$ cat config.mk
export PLATFORM = sky130hd
export DESIGN_NAME = serial_add_sub
export DESIGN_NICKNAME = d
export VERILOG_FILES = /design/src/rtl/serial_add_sub_pkg.sv /design/src/rtl/addsub_bit_cell.sv /design/src/rtl/serial_add_sub.sv
export SDC_FILE = /design/constraint.sdc
export NUM_CORES = 1
export LEC_CHECK = 0
export ABC_AREA = 1
export BUFFER_PORTS_ARGS = -buffer_cell sky130_fd_sc_hd__buf_2
export CELL_PAD_IN_SITES_DETAIL_PLACEMENT = 0
export CELL_PAD_IN_SITES_GLOBAL_PLACEMENT = 1
export CORE_UTILIZATION = 36
export CTS_CLUSTER_SIZE = 12
export DETAILED_ROUTE_END_ITERATION = 16
export PLACE_DENSITY = 0.74
export SLEW_MARGIN = 15
export SYNTH_ARGS = -nofsm -noshare
export SYNTH_HDL_FRONTEND = slang
export SYNTH_SLANG_ARGS = --single-unit
$ cat constraint.sdc
create_clock -name clk -period 1.3 [get_ports clk]
set_input_delay 0.13 -clock clk [delete_from_list [all_inputs] [get_ports clk]]
set_output_delay 0.13 -clock clk [all_outputs]
set_load 0.01 [all_outputs]
$ cat src/rtl/serial_add_sub_pkg.sv
// Shared definitions for the serial adder/subtractor: FSM state encoding and
// operation mode constants.
package serial_add_sub_pkg;

    typedef enum logic [1:0] {
        IDLE = 2'd0,
        RUN  = 2'd1,
        DONE = 2'd2
    } state_e;

    localparam logic MODE_ADD = 1'b0;
    localparam logic MODE_SUB = 1'b1;

endpackage

$ cat src/rtl/addsub_bit_cell.sv
// One-bit full adder / full subtractor cell; c_in/c_out carry a borrow when
// mode selects subtraction.
module addsub_bit_cell
    import serial_add_sub_pkg::*;
(
    input  logic x,
    input  logic y,
    input  logic c_in,
    input  logic mode,
    output logic d,
    output logic c_out
);

    // Sum bit and carry/borrow out for the selected operation
    always_comb begin
        d = x ^ y ^ c_in;
        if (mode == MODE_SUB) begin
            c_out = (~x & y) | (~(x ^ y) & c_in);
        end else begin
            c_out = (x & y) | (x & c_in) | (y & c_in);
        end
    end

endmodule

$ cat src/rtl/serial_add_sub.sv
// Serial add/subtract unit: processes STEP bits per clock LSB first and
// presents result, carry/borrow and signed overflow in a one-cycle DONE state.
module serial_add_sub
    import serial_add_sub_pkg::*;
#(
    parameter int WIDTH = 8,
    parameter int STEP  = 1
) (
    input  logic             clk,
    input  logic             rst_n,
    input  logic             start,
    input  logic             mode,
    input  logic [WIDTH-1:0] a,
    input  logic [WIDTH-1:0] b,
    output logic             busy,
    output logic             done,
    output logic [WIDTH-1:0] result,
    output logic             cb,
    output logic             ovf
);

    localparam int NSTEPS = WIDTH / STEP;
    localparam int CNT_W  = $clog2(NSTEPS + 1);
    localparam logic [CNT_W-1:0] CNT_LAST = CNT_W'(NSTEPS - 1);

    state_e           state_q, state_d;
    logic [WIDTH-1:0] a_q, a_d, b_q, b_d, res_q, res_d;
    logic             mode_q, mode_d, cy_q, cy_d;
    logic [CNT_W-1:0] cnt_q, cnt_d;
    logic [WIDTH-1:0] result_q, result_d;
    logic             cb_q, cb_d, ovf_q, ovf_d, busy_q, busy_d, done_q, done_d;

    logic [STEP:0]    carry_s;
    logic [STEP-1:0]  sum_s;
    logic [WIDTH-1:0] res_shift_s;

    assign carry_s[0] = cy_q;

    for (genvar i = 0; i < STEP; i++) begin : g_cell
        addsub_bit_cell u_cell (
            .x     (a_q[i]),
            .y     (b_q[i]),
            .c_in  (carry_s[i]),
            .mode  (mode_q),
            .d     (sum_s[i]),
            .c_out (carry_s[i+1])
        );
    end

    // New bits enter at the top so the LSB-first stream lands in place after NSTEPS shifts
    if (WIDTH > STEP) begin : g_shift
        assign res_shift_s = {sum_s, res_q[WIDTH-1:STEP]};
    end else begin : g_noshift
        assign res_shift_s = sum_s;
    end

    // Next-state and datapath update
    always_comb begin
        state_d  = state_q;
        a_d      = a_q;
        b_d      = b_q;
        mode_d   = mode_q;
        cy_d     = cy_q;
        cnt_d    = cnt_q;
        res_d    = res_q;
        result_d = result_q;
        cb_d     = cb_q;
        ovf_d    = ovf_q;
        case (state_q)
            IDLE, DONE: begin
                if (start) begin
                    state_d  = RUN;
                    a_d      = a;
                    b_d      = b;
                    mode_d   = mode;
                    cy_d     = 1'b0;
                    cnt_d    = '0;
                    res_d    = '0;
                    result_d = '0;
                    cb_d     = 1'b0;
                    ovf_d    = 1'b0;
                end else begin
                    state_d = IDLE;
                end
            end
            RUN: begin
                a_d   = a_q >> STEP;
                b_d   = b_q >> STEP;
                cy_d  = carry_s[STEP];
                res_d = res_shift_s;
                cnt_d = cnt_q + CNT_W'(1);
                if (cnt_q == CNT_LAST) begin
                    state_d  = DONE;
                    result_d = res_shift_s;
                    cb_d     = carry_s[STEP];
                    // carry_s[STEP-1] is the carry into the MSB cell on the final step
                    ovf_d    = carry_s[STEP] ^ carry_s[STEP-1];
                end else begin
                    state_d = RUN;
                end
            end
            default: begin
                state_d = IDLE;
            end
        endcase
        busy_d = (state_d == RUN);
        done_d = (state_d == DONE);
    end

    // State, datapath and output registers
    always_ff @(posedge clk or negedge rst_n) begin
        if (!rst_n) begin
            state_q  <= IDLE;
            a_q      <= '0;
            b_q      <= '0;
            mode_q   <= 1'b0;
            cy_q     <= 1'b0;
            cnt_q    <= '0;
            res_q    <= '0;
            result_q <= '0;
            cb_q     <= 1'b0;
            ovf_q    <= 1'b0;
            busy_q   <= 1'b0;
            done_q   <= 1'b0;
        end else begin
            state_q  <= state_d;
            a_q      <= a_d;
            b_q      <= b_d;
            mode_q   <= mode_d;
            cy_q     <= cy_d;
            cnt_q    <= cnt_d;
            res_q    <= res_d;
            result_q <= result_d;
            cb_q     <= cb_d;
            ovf_q    <= ovf_d;
            busy_q   <= busy_d;
            done_q   <= done_d;
        end
    end

    assign busy   = busy_q;
    assign done   = done_q;
    assign result = result_q;
    assign cb     = cb_q;
    assign ovf    = ovf_q;

endmodule
## After elaboration in Yosys (flattened, before gate mapping)

Cells that the tools add are included.

| storage, ports and cells | value |
|---|---|
| ROM bits | 0 |
| memories kept | 0 |
| bits in writable memories | 0 |
| bits in latches | 0 |
| output and inout bits | 12 |
| register bits | 44 |
| input port bits | 20 |

| cells by class | value |
|---|---|
| shifts and indexed selects | 0 |
| $lt $le $gt $ge | 0 |
| eq/ne operators | 7 |
| div/mod/pow operators | 0 |
| add/sub/neg operators | 1 |
| muxes and demuxes | 20 |
| reductions and logical operators | 6 |
| multiply operators | 0 |
| bitwise operators | 13 |

Operators with widths:

| cell | number |
|---|---|
| $pmux 8 s2 | 4 |
| $mux 8 | 4 |
| $pmux 4 s2 | 1 |
| $pmux 1 s2 | 3 |
| $and 1x1->1 | 5 |
| $mux 1 | 5 |
| $add 4x1->4 const B | 1 |
| $eq 2x1->1 const B | 2 |
| $eq 2x2->1 const B | 2 |
| $eq 4x3->1 const B | 1 |
| $mux 4 | 1 |
| $ne 2x2->1 const B | 2 |
| $pmux 2 s2 | 1 |
| $reduce_and 2->1 | 2 |
| $or 1x1->1 | 3 |
| $reduce_and 3->1 | 1 |
| $xor 1x1->1 | 3 |
| $logic_not 2->1 | 1 |
| $mux 2 | 1 |
| $not 1->1 | 2 |
| $reduce_bool 2->1 | 1 |
| $reduce_or 2->1 | 1 |

## Longest topological paths before layout

| depth | value |
|---|---|
| depth in word-level cells | 8 |
| gate-level depth with buffers | 7 |
| depth with buffers taken out | 7 |

## Cells and area by module

Synthesis repeated with hierarchy kept, for this count alone.

| unflattened totals | value |
|---|---|
| cell total of the unflattened synthesis | 203 |
| area total of the unflattened synthesis | 1948.1 um2 |

Modules (own cells, without submodules):

| module | times used | area each (um2) | cells each |
|---|---|---|---|
| serial_add_sub | 1 | 1881.8 | 194 |
| addsub_bit_cell | 1 | 66.3 | 9 |

## Least setup slack after synthesis

Ideal clock, no wire load.

| path | value |
|---|---|
| path type | reg2reg |
| start | reg cy_q |
| end | reg result_q[7] (netlist: result[7]) |
| buffers on the path | 0 |
| stages on the path, launching flop included | 6 |
| arrival | 1.175 ns |
| setup time | 0.065 ns |
| path slack | 0.060 ns |
| clock period less this slack | 1.240 ns |
| path through | dfrtp_1 > fa_1 > inv_1 > nor2_1 > nand2_1 > nand2_1 |

| between the ends | value |
|---|---|
| longest elaborated chain between the ends | 3 |

Ends and longest elaborated chain:

| element | line | source |
|---|---|---|
| start: declaration | serial_add_sub.sv:28 | `logic mode_q, mode_d, cy_q, cy_d;` |
| start signal: assignment | serial_add_sub.sv:130 | `cy_q <= cy_d;` |
| $xor 1x1->1 | addsub_bit_cell.sv:16 | `d = x ^ y ^ c_in;` |
| $mux 8 | serial_add_sub.sv:92 | `if (cnt_q == CNT_LAST) begin` |
| $pmux 8 s2 | serial_add_sub.sv:69 | `case (state_q)` |
| end signal: assignment | serial_add_sub.sv:133 | `result_q <= result_d;` |
| end: declaration | serial_add_sub.sv:30 | `logic [WIDTH-1:0] result_q, result_d;` |

No other way between the ends. The select of a mux whose other input is x is not followed.
A chain may end at the register's enable or synchronous reset.

## Final worst setup path

| path | value |
|---|---|
| start | reg a_q[0] |
| end | reg result_q[7] (netlist: result[7]) |

| between the ends | value |
|---|---|
| longest elaborated chain between the ends | 4 |

Ends and longest elaborated chain:

| element | line | source |
|---|---|---|
| start: declaration | serial_add_sub.sv:27 | `logic [WIDTH-1:0] a_q, a_d, b_q, b_d, res_q, res_d;` |
| start signal: assignment | serial_add_sub.sv:114 | `a_q <= '0;` |
| start signal: assignment | serial_add_sub.sv:127 | `a_q <= a_d;` |
| $xor 1x1->1 (2 in a row) | addsub_bit_cell.sv:16 |  |
| $mux 8 | serial_add_sub.sv:92 |  |
| $pmux 8 s2 | serial_add_sub.sv:69 |  |

No other way between the ends. The select of a mux whose other input is x is not followed.

==> results.sh <==
export IMPL_cts_sinks=43
export IMPL_rows=26
export IMPL_setup_tns_ps=0
export IMPL_tritoncts="yes"
export IMPL_synth_area_leaders="dfrtp_1 (56%), nand2_1 (16%), nand3_1 (7.6%), inv_1 (2.9%), fa_1 (2.1%)"
export IMPL_drc=0
export IMPL_fp_dieH_um=74.88
export IMPL_cp_max_fo=3
export IMPL_crit_type="reg -> reg"
export IMPL_timing_fmax_mhz=784.2
export IMPL_synth_common_cells="nand2_1 (81), dfrtp_1 (43), nand3_1 (29)"
export IMPL_highest_layer="met4"
export IMPL_min_path_type="in -> reg"
export IMPL_maxCapViolations=0
export IMPL_antenna_found_initial=0
export IMPL_port_buffers=31
export IMPL_final_util_pct=46.01
export IMPL_synth_top_area_share_pct=56.28
export IMPL_power_w=0.005707
export IMPL_numCtsBuffers=5
export IMPL_fillerInstances=534
export IMPL_grt_pass1_vias=1500
export IMPL_clockBufferDepth=2
export IMPL_synth_ff_type="dfrtp_1"
export IMPL_ant_nets=0
export IMPL_grtUsageTotal_pct=15.41
export IMPL_avgViaCountPerCell=4.573
export IMPL_finalSetupViolations=0
export IMPL_clkLatencyLatePin_ps=290
export IMPL_avgSynthCellArea_um2=8.810
export IMPL_synthCells=217
export IMPL_grt_ovfl_total=0
export IMPL_period_share_pct=98.09
export IMPL_drt_pass1_iterations=4
export IMPL_leakage_nw=1.229
export IMPL_rsz0062_at_grt="true"
export IMPL_initialDrtViolationCount=66
export IMPL_clk_pin_slew_worst_paths_ps=80
export IMPL_critPathLaunchType="register"
export IMPL_grt_max_degree=28
export IMPL_wl_met2_mm=1.719
export IMPL_worst_r2r_path_depth=5
export IMPL_initial_core_util_pct=37.43
export IMPL_ys_warnings_count=0
export IMPL_synth_top_area_cell="dfrtp_1"
export IMPL_cp_required_ps=1530
export IMPL_dieArea_um2=5606
export IMPL_vdd_drop_max_mv=0.8081
export IMPL_syn_area_um2=1912
export IMPL_period_needed_ps=1275
export IMPL_ys_seq_area_share_pct=56.28
export IMPL_place_congestion=0.7326
export IMPL_post_synth_top_count_cell="nand2_1"
export IMPL_relSlewSlack_pct=72.12
export IMPL_synth_seq_cells=43
export IMPL_die_w_um=74.88
export IMPL_num_nets_final=282
export IMPL_met1_length_mm=1.770
export IMPL_wl_met3_um=165
export IMPL_io_pins=32
export IMPL_cts_root_buffer="clkbuf_8"
export IMPL_hold_viol=0
export IMPL_antenna_cells=0
export IMPL_final_layout_size_suffix_gt1_share_pct=27.69
export IMPL_ys_types=21
export IMPL_htree_levels=2
export IMPL_outcome="completed"
export IMPL_final_area_um2=2350
export IMPL_worstPathArrival_ps=1500
export IMPL_holdPathStages=3
export IMPL_syn_to_final_growth_pct=22.91
export IMPL_syn_nets=240
export IMPL_vias=1509
export IMPL_power_density_nw_per_um2=2429
export IMPL_routedWlPerCell_um=11.27
export IMPL_drt_wl_total_mm=3.720
export IMPL_slew_violations=0
export IMPL_grt_pass1_wl_mm=6.472
export IMPL_worst_pin_slew_ps=418.2
export IMPL_cp_end_kind="register"
export IMPL_clock_skew_ps=5.506
export IMPL_async_flop_share_pct=100.0
export IMPL_dp_hpwl_mm=2.557
export IMPL_place_area_um2=2168
export IMPL_synth_edf_count=0
export IMPL_core_um2=5107
[registers in the layout, indices dropped and copies added (netlist names)]
signal / count
cy_q: 1
ovf: 1
result: 8
cnt_q: 4
a_q: 8
cb: 1
mode_q: 1
res_q: 7
busy: 1
state_q: 2
b_q: 8
done: 1
[metrics by stage]
step	worst slack, ps	hold slack (ps)	instances
floorplan	60.43	-165.6	217
global placement	19.98	98.46	319
detailed placement	-19.57	98.14	319
CTS	-0.01965	27.03	329
global route	-27.94	45.50	330
finish	24.89	38.43	330
[path summary, 6_finish.rpt]
kind	slack [ps]	end	start
setup / recovery	20	result[7]$_DFFE_PN0P_	a_q[0]$_DFFE_PN0P_
hold / removal	40	a_q[7]$_DFFE_PN0P_	a[7]
setup reg to reg	20	result[7]$_DFFE_PN0P_	a_q[0]$_DFFE_PN0P_
hold reg to reg	480	b_q[7]$_DFFE_PN0P_	b_q[7]$_DFFE_PN0P_
max in group asynchronous	510	cnt_q[1]$_DFFE_PN0P_	rst_n
min in group asynchronous	310	mode_q$_DFFE_PN0N_	rst_n
[worst max-delay path, stage by stage (launching register included)]
cell and delay, ps:
dfrtp_1 420, fa_2 580, inv_2 40, nor2_2 60
nand2_1 50, nand2_1 60
[logic make-up after synthesis]
group | count (synthesis) | share of synthesized area [%]
AO/OA/AOI/OAI | 14 | 4.058
buffers and inverters | 27 | 7.198
AND/OR/NAND/NOR | 130 | 29.71
adder cells (fa/ha/maj) | 3 | 2.749
flip-flops | 43 | 56.28
[power breakdown]
part           internal, W  switching (W)  total (W)  leakage (nW)
clock             0.000768       0.000439    0.00121        0.0654
combinational     0.000909        0.00137    0.00228         0.616
sequential         0.00190       0.000322    0.00222         0.547
total              0.00357        0.00213    0.00571          1.23
[metal layers]
layer / GRT usage, % / vias to the layer above
li1: - / 765
met1: 18.88 / 704
met2: 26.23 / 34
met3: 3.882 / 6
met4: 5.870 / 0
met5: 0 / -
[what timing repair did]
action | 4_1_cts | 5_1_grt
buffers inserted | 1 | 1
hold buffers | 1 | 0
pin swaps | 1 | 4
gates resized for setup | 2 | 8
endpoints found under the setup margin | 4 | 9
endpoints found under the hold margin | 16 | 0
[cells in the final DEF, fill, tap and decap left out, drive strengths merged]
master	instances
o21ai	6
a21oi	2
inv	19
clkbuf	6
nand4	1
nand3	30
o22ai	6
nor2	12
dlygate4sd3	1
fa	2
buf	42
dfrtp	43
nand2	87
bufinv	2
ha	1
[area by class of cell]
cell class              instances  area [um2]  area share, %
multi-input cells             147       719.4          30.62
clock buffers                   6       72.57          3.088
inverters                      19       71.32          3.035
clock inverters                 2       60.06          2.556
well taps                      70       87.58          3.727
repair buffers                 43       260.3          11.08
flip-flops and latches         43        1079          45.90
Note: power is estimated with default switching activity, not from simulation.
